===== config.mk =====
export PLATFORM = sky130hd
export DESIGN_NAME = hazard_flush_ctrl_flat
export DESIGN_NICKNAME = d
export VERILOG_FILES = /design/src/rtl/hazard_flush_ctrl_if.sv /design/src/rtl/hazard_flush_ctrl.sv /design/src/flat_wrapper.sv
export SDC_FILE = /design/constraint.sdc
export NUM_CORES = 1
export LEC_CHECK = 0
export ABC_CLOCK_PERIOD_IN_PS = 1800
export CORE_AREA = 2 2 65 67
export CTS_CLUSTER_SIZE = 20
export DETAILED_ROUTE_END_ITERATION = 7
export DIE_AREA = 0 0 67 69
export GPL_ROUTABILITY_DRIVEN = 1
export PLACE_DENSITY = 0.73
export RECOVER_POWER = 50
export REMOVE_ABC_BUFFERS = 1
export SYNTH_ARGS = -nofsm -noshare
export SYNTH_HDL_FRONTEND = slang
export SYNTH_SLANG_ARGS = --single-unit
export TNS_END_PERCENT = 1

===== constraint.sdc =====
create_clock -name clk -period 1.8 [get_ports clk]
set_input_delay 0.36 -clock clk [delete_from_list [all_inputs] [get_ports clk]]
set_output_delay 0.36 -clock clk [all_outputs]
set_load 0.1 [all_outputs]

===== src/rtl/hazard_flush_ctrl_if.sv =====
// ----------------------------------------------------------------------------
// hazard_flush_ctrl_if : pipeline-status inputs and flush/freeze outputs of
//                        the hazard/flush controller
// Rev 1.0
// ----------------------------------------------------------------------------
`default_nettype none

interface hazard_flush_ctrl_if #(
  parameter int CNT_W = 16
);
  logic             id_valid;
  logic [3:0]       id_src1;
  logic [3:0]       id_src2;
  logic             id_use_src2;
  logic [3:0]       exe_dst;
  logic             exe_wb_en;
  logic             exe_mem_r_en;
  logic [3:0]       mem_dst;
  logic             mem_wb_en;
  logic             mem_req;
  logic             mem_ready;
  logic             branch_taken;
  logic             freeze_if;
  logic             flush_if_id;
  logic             flush_id_ex;
  logic             stall_all;
  logic             mem_timeout;
  logic [CNT_W-1:0] stall_cycles;

  modport slave (
    input  id_valid, id_src1, id_src2, id_use_src2,
    input  exe_dst, exe_wb_en, exe_mem_r_en,
    input  mem_dst, mem_wb_en, mem_req, mem_ready, branch_taken,
    output freeze_if, flush_if_id, flush_id_ex, stall_all,
    output mem_timeout, stall_cycles
  );

  modport master (
    output id_valid, id_src1, id_src2, id_use_src2,
    output exe_dst, exe_wb_en, exe_mem_r_en,
    output mem_dst, mem_wb_en, mem_req, mem_ready, branch_taken,
    input  freeze_if, flush_if_id, flush_id_ex, stall_all,
    input  mem_timeout, stall_cycles
  );
endinterface

`default_nettype wire


===== src/rtl/hazard_flush_ctrl.sv =====
// ----------------------------------------------------------------------------
// hazard_flush_ctrl : RAW/branch/memory-wait flush and freeze controller.
//                     Optional macro FORWARDING_EN restricts stalls to load-use.
// Rev 1.0
// ----------------------------------------------------------------------------
`default_nettype none

module hazard_flush_ctrl #(
  parameter int MEM_TIMEOUT = 16,
  parameter int CNT_W       = 16
) (
  input  wire                      clk,
  input  wire                      rst,
  hazard_flush_ctrl_if.slave       bus
);

  localparam int WCNT_RAW = $clog2(MEM_TIMEOUT + 1);
  localparam int WCNT_W   = (WCNT_RAW < 1) ? 1 : WCNT_RAW;
  localparam logic [WCNT_W-1:0] TIMEOUT_VAL = WCNT_W'(MEM_TIMEOUT);

  typedef enum logic [1:0] {
    S_RUN  = 2'd0,
    S_WAIT = 2'd1,
    S_HALT = 2'd2
  } state_t;

  state_t            r_state, w_state_nxt;
  logic [WCNT_W-1:0] r_wait_cnt, w_wait_nxt;
  logic              r_timeout;
  logic [CNT_W-1:0]  r_stall_cnt;
  logic              w_timeout_set;
  logic              w_freeze_if, w_flush_if_id, w_flush_id_ex, w_stall_all;
  logic              w_raw_exe, w_raw_mem, w_hazard;

  assign w_raw_exe = bus.id_valid & bus.exe_wb_en &
                     ((bus.id_src1 == bus.exe_dst) |
                      (bus.id_use_src2 & (bus.id_src2 == bus.exe_dst)));
  assign w_raw_mem = bus.id_valid & bus.mem_wb_en &
                     ((bus.id_src1 == bus.mem_dst) |
                      (bus.id_use_src2 & (bus.id_src2 == bus.mem_dst)));

`ifdef FORWARDING_EN
  assign w_hazard = w_raw_exe & bus.exe_mem_r_en;
`else
  assign w_hazard = w_raw_exe | w_raw_mem;
`endif

  always_comb begin
    w_state_nxt   = r_state;
    w_wait_nxt    = r_wait_cnt;
    w_timeout_set = 1'b0;
    w_freeze_if   = 1'b0;
    w_flush_if_id = 1'b0;
    w_flush_id_ex = 1'b0;
    w_stall_all   = 1'b0;

    case (r_state)
      S_RUN: begin
        if (bus.mem_req && !bus.mem_ready) begin
          w_stall_all = 1'b1;
          w_state_nxt = S_WAIT;
          w_wait_nxt  = WCNT_W'(1);
        end else if (bus.branch_taken) begin
          w_flush_if_id = 1'b1;
          w_flush_id_ex = 1'b1;
        end else if (w_hazard) begin
          w_freeze_if   = 1'b1;
          w_flush_id_ex = 1'b1;
        end
      end
      S_WAIT: begin
        // Release resolves branch/hazard in the same cycle, no extra bubble
        if (bus.mem_ready) begin
          w_state_nxt = S_RUN;
          if (bus.branch_taken) begin
            w_flush_if_id = 1'b1;
            w_flush_id_ex = 1'b1;
          end else if (w_hazard) begin
            w_freeze_if   = 1'b1;
            w_flush_id_ex = 1'b1;
          end
        end else begin
          w_stall_all = 1'b1;
          if ((MEM_TIMEOUT != 0) && (r_wait_cnt == TIMEOUT_VAL)) begin
            w_state_nxt   = S_HALT;
            w_timeout_set = 1'b1;
          end else if (r_wait_cnt != '1) begin
            w_wait_nxt = r_wait_cnt + 1'b1;
          end
        end
      end
      S_HALT: begin
        w_stall_all = 1'b1;
      end
      default: begin
        w_state_nxt = S_RUN;
      end
    endcase

    if (rst) begin
      w_freeze_if   = 1'b0;
      w_flush_if_id = 1'b0;
      w_flush_id_ex = 1'b0;
      w_stall_all   = 1'b0;
    end
  end

  always_ff @(posedge clk) begin
    if (rst) begin
      r_state     <= S_RUN;
      r_wait_cnt  <= '0;
      r_timeout   <= 1'b0;
      r_stall_cnt <= '0;
    end else begin
      r_state    <= w_state_nxt;
      r_wait_cnt <= (w_state_nxt == S_RUN) ? '0 : w_wait_nxt;
      if (w_timeout_set) begin
        r_timeout <= 1'b1;
      end
      if ((w_freeze_if | w_stall_all) && (r_stall_cnt != '1)) begin
        r_stall_cnt <= r_stall_cnt + 1'b1;
      end
    end
  end

  assign bus.freeze_if    = w_freeze_if;
  assign bus.flush_if_id  = w_flush_if_id;
  assign bus.flush_id_ex  = w_flush_id_ex;
  assign bus.stall_all    = w_stall_all;
  assign bus.mem_timeout  = r_timeout;
  assign bus.stall_cycles = r_stall_cnt;

endmodule

`default_nettype wire


===== src/flat_wrapper.sv =====
// flat-port wrapper written by rule: the top's interface ports become plain ports
module hazard_flush_ctrl_flat 
#(
  parameter int MEM_TIMEOUT = 16,
  parameter int CNT_W       = 16
)
  (clk, rst, bus_id_valid, bus_id_src1, bus_id_src2, bus_id_use_src2, bus_exe_dst, bus_exe_wb_en, bus_exe_mem_r_en, bus_mem_dst, bus_mem_wb_en, bus_mem_req, bus_mem_ready, bus_branch_taken, bus_freeze_if, bus_flush_if_id, bus_flush_id_ex, bus_stall_all, bus_mem_timeout, bus_stall_cycles);
  hazard_flush_ctrl_if #(.CNT_W(CNT_W)) bus_i ();
  input  wire clk;
  input  wire rst;
  input wire logic [$bits(bus_i.id_valid)-1:0] bus_id_valid;
  input wire logic [$bits(bus_i.id_src1)-1:0] bus_id_src1;
  input wire logic [$bits(bus_i.id_src2)-1:0] bus_id_src2;
  input wire logic [$bits(bus_i.id_use_src2)-1:0] bus_id_use_src2;
  input wire logic [$bits(bus_i.exe_dst)-1:0] bus_exe_dst;
  input wire logic [$bits(bus_i.exe_wb_en)-1:0] bus_exe_wb_en;
  input wire logic [$bits(bus_i.exe_mem_r_en)-1:0] bus_exe_mem_r_en;
  input wire logic [$bits(bus_i.mem_dst)-1:0] bus_mem_dst;
  input wire logic [$bits(bus_i.mem_wb_en)-1:0] bus_mem_wb_en;
  input wire logic [$bits(bus_i.mem_req)-1:0] bus_mem_req;
  input wire logic [$bits(bus_i.mem_ready)-1:0] bus_mem_ready;
  input wire logic [$bits(bus_i.branch_taken)-1:0] bus_branch_taken;
  output wire logic [$bits(bus_i.freeze_if)-1:0] bus_freeze_if;
  output wire logic [$bits(bus_i.flush_if_id)-1:0] bus_flush_if_id;
  output wire logic [$bits(bus_i.flush_id_ex)-1:0] bus_flush_id_ex;
  output wire logic [$bits(bus_i.stall_all)-1:0] bus_stall_all;
  output wire logic [$bits(bus_i.mem_timeout)-1:0] bus_mem_timeout;
  output wire logic [$bits(bus_i.stall_cycles)-1:0] bus_stall_cycles;
  assign bus_i.id_valid = bus_id_valid;
  assign bus_i.id_src1 = bus_id_src1;
  assign bus_i.id_src2 = bus_id_src2;
  assign bus_i.id_use_src2 = bus_id_use_src2;
  assign bus_i.exe_dst = bus_exe_dst;
  assign bus_i.exe_wb_en = bus_exe_wb_en;
  assign bus_i.exe_mem_r_en = bus_exe_mem_r_en;
  assign bus_i.mem_dst = bus_mem_dst;
  assign bus_i.mem_wb_en = bus_mem_wb_en;
  assign bus_i.mem_req = bus_mem_req;
  assign bus_i.mem_ready = bus_mem_ready;
  assign bus_i.branch_taken = bus_branch_taken;
  assign bus_freeze_if = bus_i.freeze_if;
  assign bus_flush_if_id = bus_i.flush_if_id;
  assign bus_flush_id_ex = bus_i.flush_id_ex;
  assign bus_stall_all = bus_i.stall_all;
  assign bus_mem_timeout = bus_i.mem_timeout;
  assign bus_stall_cycles = bus_i.stall_cycles;
  hazard_flush_ctrl #(.MEM_TIMEOUT(MEM_TIMEOUT), .CNT_W(CNT_W)) u_core (.clk(clk), .rst(rst), .bus(bus_i));
endmodule

==> results of run 1 <==
==> synth_stat cells (all sizes together) <==
| cell type | n |
|---|---|
| mux2i | 5 |
| and2b | 2 |
| nor2b | 7 |
| nor3 | 5 |
| and3 | 6 |
| dfxtp | 24 |
| xor2 | 6 |
| nand3 | 13 |
| ha | 4 |
| and4bb | 1 |
| buf | 1 |
| o311ai | 1 |
| nor4 | 1 |
| mux2 | 9 |
| a21oi | 10 |
| xnor2 | 6 |
| clkbuf | 3 |
| nand2b | 1 |
| o22ai | 2 |
| and2 | 3 |
| nand2 | 21 |
| or3 | 1 |
| o21a | 2 |
| a31oi | 1 |
| inv | 10 |
| a22o | 2 |
| o211ai | 3 |
| o21ai | 9 |
| nor2 | 17 |
| and4 | 2 |
| a211oi | 7 |
| a222oi | 1 |
| clkinv | 1 |
| a21o | 1 |
| nand4 | 8 |
==> through the flow <==
step	power [W]	TNS [ns]	utilization [%]	std cells
3_5_place_dp	0.000930	-12.18	67.2	333
2_1_floorplan	0.000736	-11.67	-	192
5_1_grt	0.00148	-3.75	71.3	347
6_report	0.00143	-2.22	71.3	347
4_1_cts	0.00144	-1.10	73.3	347
3_3_place_gp	0.000923	-11.42	67.2	333
==> logic make-up (layout without fill, tap and decap cells) <==
group / after synthesis / count (layout)
and+or+nand+nor: 88 / 88
AOI/OAI and AO/OA: 39 / 39
DFF: 24 / 24
muxes: 14 / 14
xor gates and xnor gates: 12 / 12
buffers and inverters: 15 / 116
adders and majority gates: 4 / 4
==> layout by cell type (no fill, tap or decap), types with 3 or more instances in the layout <==
master	count
sky130_fd_sc_hd__and3_1	3
sky130_fd_sc_hd__inv_1	5
sky130_fd_sc_hd__buf_4	48
sky130_fd_sc_hd__buf_6	12
sky130_fd_sc_hd__buf_2	8
sky130_fd_sc_hd__nand4_1	8
sky130_fd_sc_hd__mux2i_1	5
sky130_fd_sc_hd__clkbuf_8	3
sky130_fd_sc_hd__mux2_2	6
sky130_fd_sc_hd__nor2b_1	7
sky130_fd_sc_hd__a21oi_1	9
sky130_fd_sc_hd__clkbuf_2	9
sky130_fd_sc_hd__buf_12	12
sky130_fd_sc_hd__dfxtp_1	20
sky130_fd_sc_hd__nor2_1	15
sky130_fd_sc_hd__a211oi_1	4
sky130_fd_sc_hd__ha_1	3
sky130_fd_sc_hd__clkdlybuf4s15_1	4
sky130_fd_sc_hd__nand3_1	11
sky130_fd_sc_hd__nor3_1	3
sky130_fd_sc_hd__o21ai_2	5
sky130_fd_sc_hd__dfxtp_2	4
sky130_fd_sc_hd__inv_2	3
sky130_fd_sc_hd__a211oi_2	3
sky130_fd_sc_hd__nand2_1	20
sky130_fd_sc_hd__xor2_1	4
sky130_fd_sc_hd__xnor2_1	4
==> sequential cells by signal, indices dropped and copies added (netlist names) <==
register,cells
u_core.bus.stall_cycles,16
u_core.r_wait_cnt,5
u_core.r_state,2
u_core.bus.mem_timeout,1
==> metal layers <==
layer,GRT usage [%],vias up,part of all wire [%]
met1,28.9,900,41
met3,2.28,11,3.9
met4,7.71,0,1.7
li1,-,909,-
met2,39.9,56,53
met5,0,-,0
==> worst paths after layout <==
path                               from                    endpoint  cells past startpoint
max reg2reg  u_core.bus.stall_cycles[0]  u_core.bus.stall_cycles[9]                      9
min              u_core.bus.mem_timeout      u_core.bus.mem_timeout                      2
min reg2reg      u_core.bus.mem_timeout      u_core.bus.mem_timeout                      2
max                      bus_mem_dst[1]  u_core.bus.stall_cycles[9]                     11
==> power breakdown <==
part / internal, W / leakage (nW) / switching [W]
Clock: 0.000298 / 0.0357 / 0.000184
Combinational: 0.000172 / 0.982 / 0.000228
Sequential: 0.000542 / 0.196 / 0.00000553
==> layout make-up <==
cell class                      instances  area [µm²]  area share, %
Tap cell                               50        62.6           2.24
Timing Repair Buffer                  101         972           34.8
Clock inverter                          1        30.0           1.08
Clock buffer                            3        41.3           1.48
Inverter                               11        46.3           1.66
Multi-Input combinational cell        157        1150           41.3
Sequential cell                        24         485           17.4
==> timing repair <==
| item | in CTS | in global routing |
|---|---|---|
| setup endpoints to repair | 21 | 21 |
| setup buffers | 9 | 0 |
| gates cloned | 1 | 0 |
| pin swaps | 27 | 7 |
| endpoints found under the hold margin | 0 | 0 |
| gates resized for setup | 112 | 18 |
==> worst max-delay path, cell delays in order <==
cell,delay [ns]
sky130_fd_sc_hd__buf_6,0.11
sky130_fd_sc_hd__xor2_2,0.17
sky130_fd_sc_hd__nor3_2,0.21
sky130_fd_sc_hd__nand3_1,0.15
sky130_fd_sc_hd__o21ai_2,0.10
sky130_fd_sc_hd__buf_4,0.13
sky130_fd_sc_hd__buf_6,0.09
sky130_fd_sc_hd__o211ai_4,0.08
sky130_fd_sc_hd__buf_6,0.16
sky130_fd_sc_hd__a211oi_1,0.36
sky130_fd_sc_hd__mux2_2,0.39
==> results.yml, run 1 <==
run_status:
  result_of_the_run: "complete, but fails checks"
  violations: "negative setup slack"
logic_synthesis:
  largest_family_of_logic_cells_by_synthesized_area: "simple AND/OR/NAND/NOR gates"
  synthTopCellsByArea: "sky130_fd_sc_hd__dfxtp_1 (30%), sky130_fd_sc_hd__nand2_1 (5.0%), sky130_fd_sc_hd__mux2_2 (4.3%)"
  yosys.area_share.adder_pct: 3.17
  synthXorXnorAreaFrac_pct: 6.66
  synthesis.instances: 196
  synth.avg_cell_area_um2: 8.06
  synth-seq-area-share_pct: 30.4
  ys_seq_elements: 24
  yosys.area.top_type: "sky130_fd_sc_hd__dfxtp_1"
  post_synth_and_or_nand_nor_area_fraction_pct: 30.0
  synth_largest_type_area_fraction_pct: 30.4
  synth.cell_area_um2: 1580
  yosys_warnings: 0
  compound_cell_area_share_of_the_yosys_netlist_pct: 16.5
  yosys.cell_types.count: 43
  synth_mux_area_share_pct: 9.59
final_layout:
  num_antenna_cells: 0
  flow.area_growth_from_synthesis_pct: 76.7
  post_layout_inst_area_um2: 2790
  layout-drive-gt1-share_pct: 48.1
  fillerInstances: 275
  layout.nets: 328
floorplanning:
  die_width_um: 67
  floorplan.io_pins: 47
  die_height_um: 69
  rows: 23
  coreArea_um2: 3910
  fp.dieArea_um2: 4620
  floorplan.initialDensity_pct: 40.3
place:
  gpl.final_weighted_congestion: 0.918
  dpl.hpwl_um: 3620
  dpl-instance-area_um2: 2630
  post-place-ws_ns: -0.804
  number_of_buffer_cells_added_on_primary_ports: 45
global_routing:
  grt_max_degree: 15
  grt_pass1_vias: 1859
  antenna_found_initial: 0
  groute.usage.overall_pct: 23.0
  globalRoute.totalOverflow: 0
  grt_first_pass_wirelength_um: 8460
timing:
  report.final.hold_viol_count: 0
  setup_slack_ns: -0.350
  max_slew.worst_pin.slew_ns: 0.549
  timing.final.crit_share_pct: 119
  final-max-slew-violation-count: 0
  worst_hold_slack_ns: 0.460
  rsz0062_at_grt: "yes"
  timing.max_slew.rel_slack_pct: 63.5
  timing.final.crit_period_ns: 2.15
  clock-skew-final_ns: 0.00237
  final-setup-viol-count: 13
  maxClockFrequency_ghz: 0.465
drt:
  route.detailed.drc: 0
  dr.pass1.iters: 4
  post_detailed_routing_wire_length_um: 5370
  vias: 1876
  wl_per_cell_um: 15.5
  initial_detailed_routing_violation_count: 114
  vias_per_cell: 5.41
  number_of_nets_with_antenna_violations_after_routing: 0
setup_path:
  cp.arrival_ns: 2.31
  crit_required_ns: 1.96
  timing.critical_path.from_type: "primary input"
  reg2reg_slack_ns: -0.30
  critical_path_class: "in -> reg"
  crit_path_end_kind: "flop"
  timing.critical_path.fanout_max: 8
clocking:
  numClockSinks: 24
  cts-buffers-inserted: 3
  clock_insertion_delay_worst_skew_ns: 0.27
  cts_max_level: 1
  cts-root-buf: "sky130_fd_sc_hd__clkbuf_8"
  cts.path.max_buffers: 2
  cts_hold_repair.buffers: 0
  cts.clk_slew.worst_paths_ns: 0.09
  cts_tree: "built"
power:
  max-vdd-ir-drop_mv: 0.326
  cellPowerDensity_nw_per_um2: 513
  total_leakage_power_nw: 1.21
run:
  drv_cap: 0
worst_hold_path:
  hold_path_class: "reg -> reg"
Power figures use the tool's default switching activity.
==> run 2: changes to the inputs <==
--- a/config.mk
+++ b/config.mk
@@ -7,7 +7,6 @@
 export LEC_CHECK = 0
 export ABC_CLOCK_PERIOD_IN_PS = 1800
 export CORE_AREA = 2 2 65 67
-export CTS_CLUSTER_SIZE = 20
 export DETAILED_ROUTE_END_ITERATION = 7
 export DIE_AREA = 0 0 67 69
 export GPL_ROUTABILITY_DRIVEN = 1
==> results of run 2 <==
The final DEF is identical to that of run 1; final timing and power are the same.
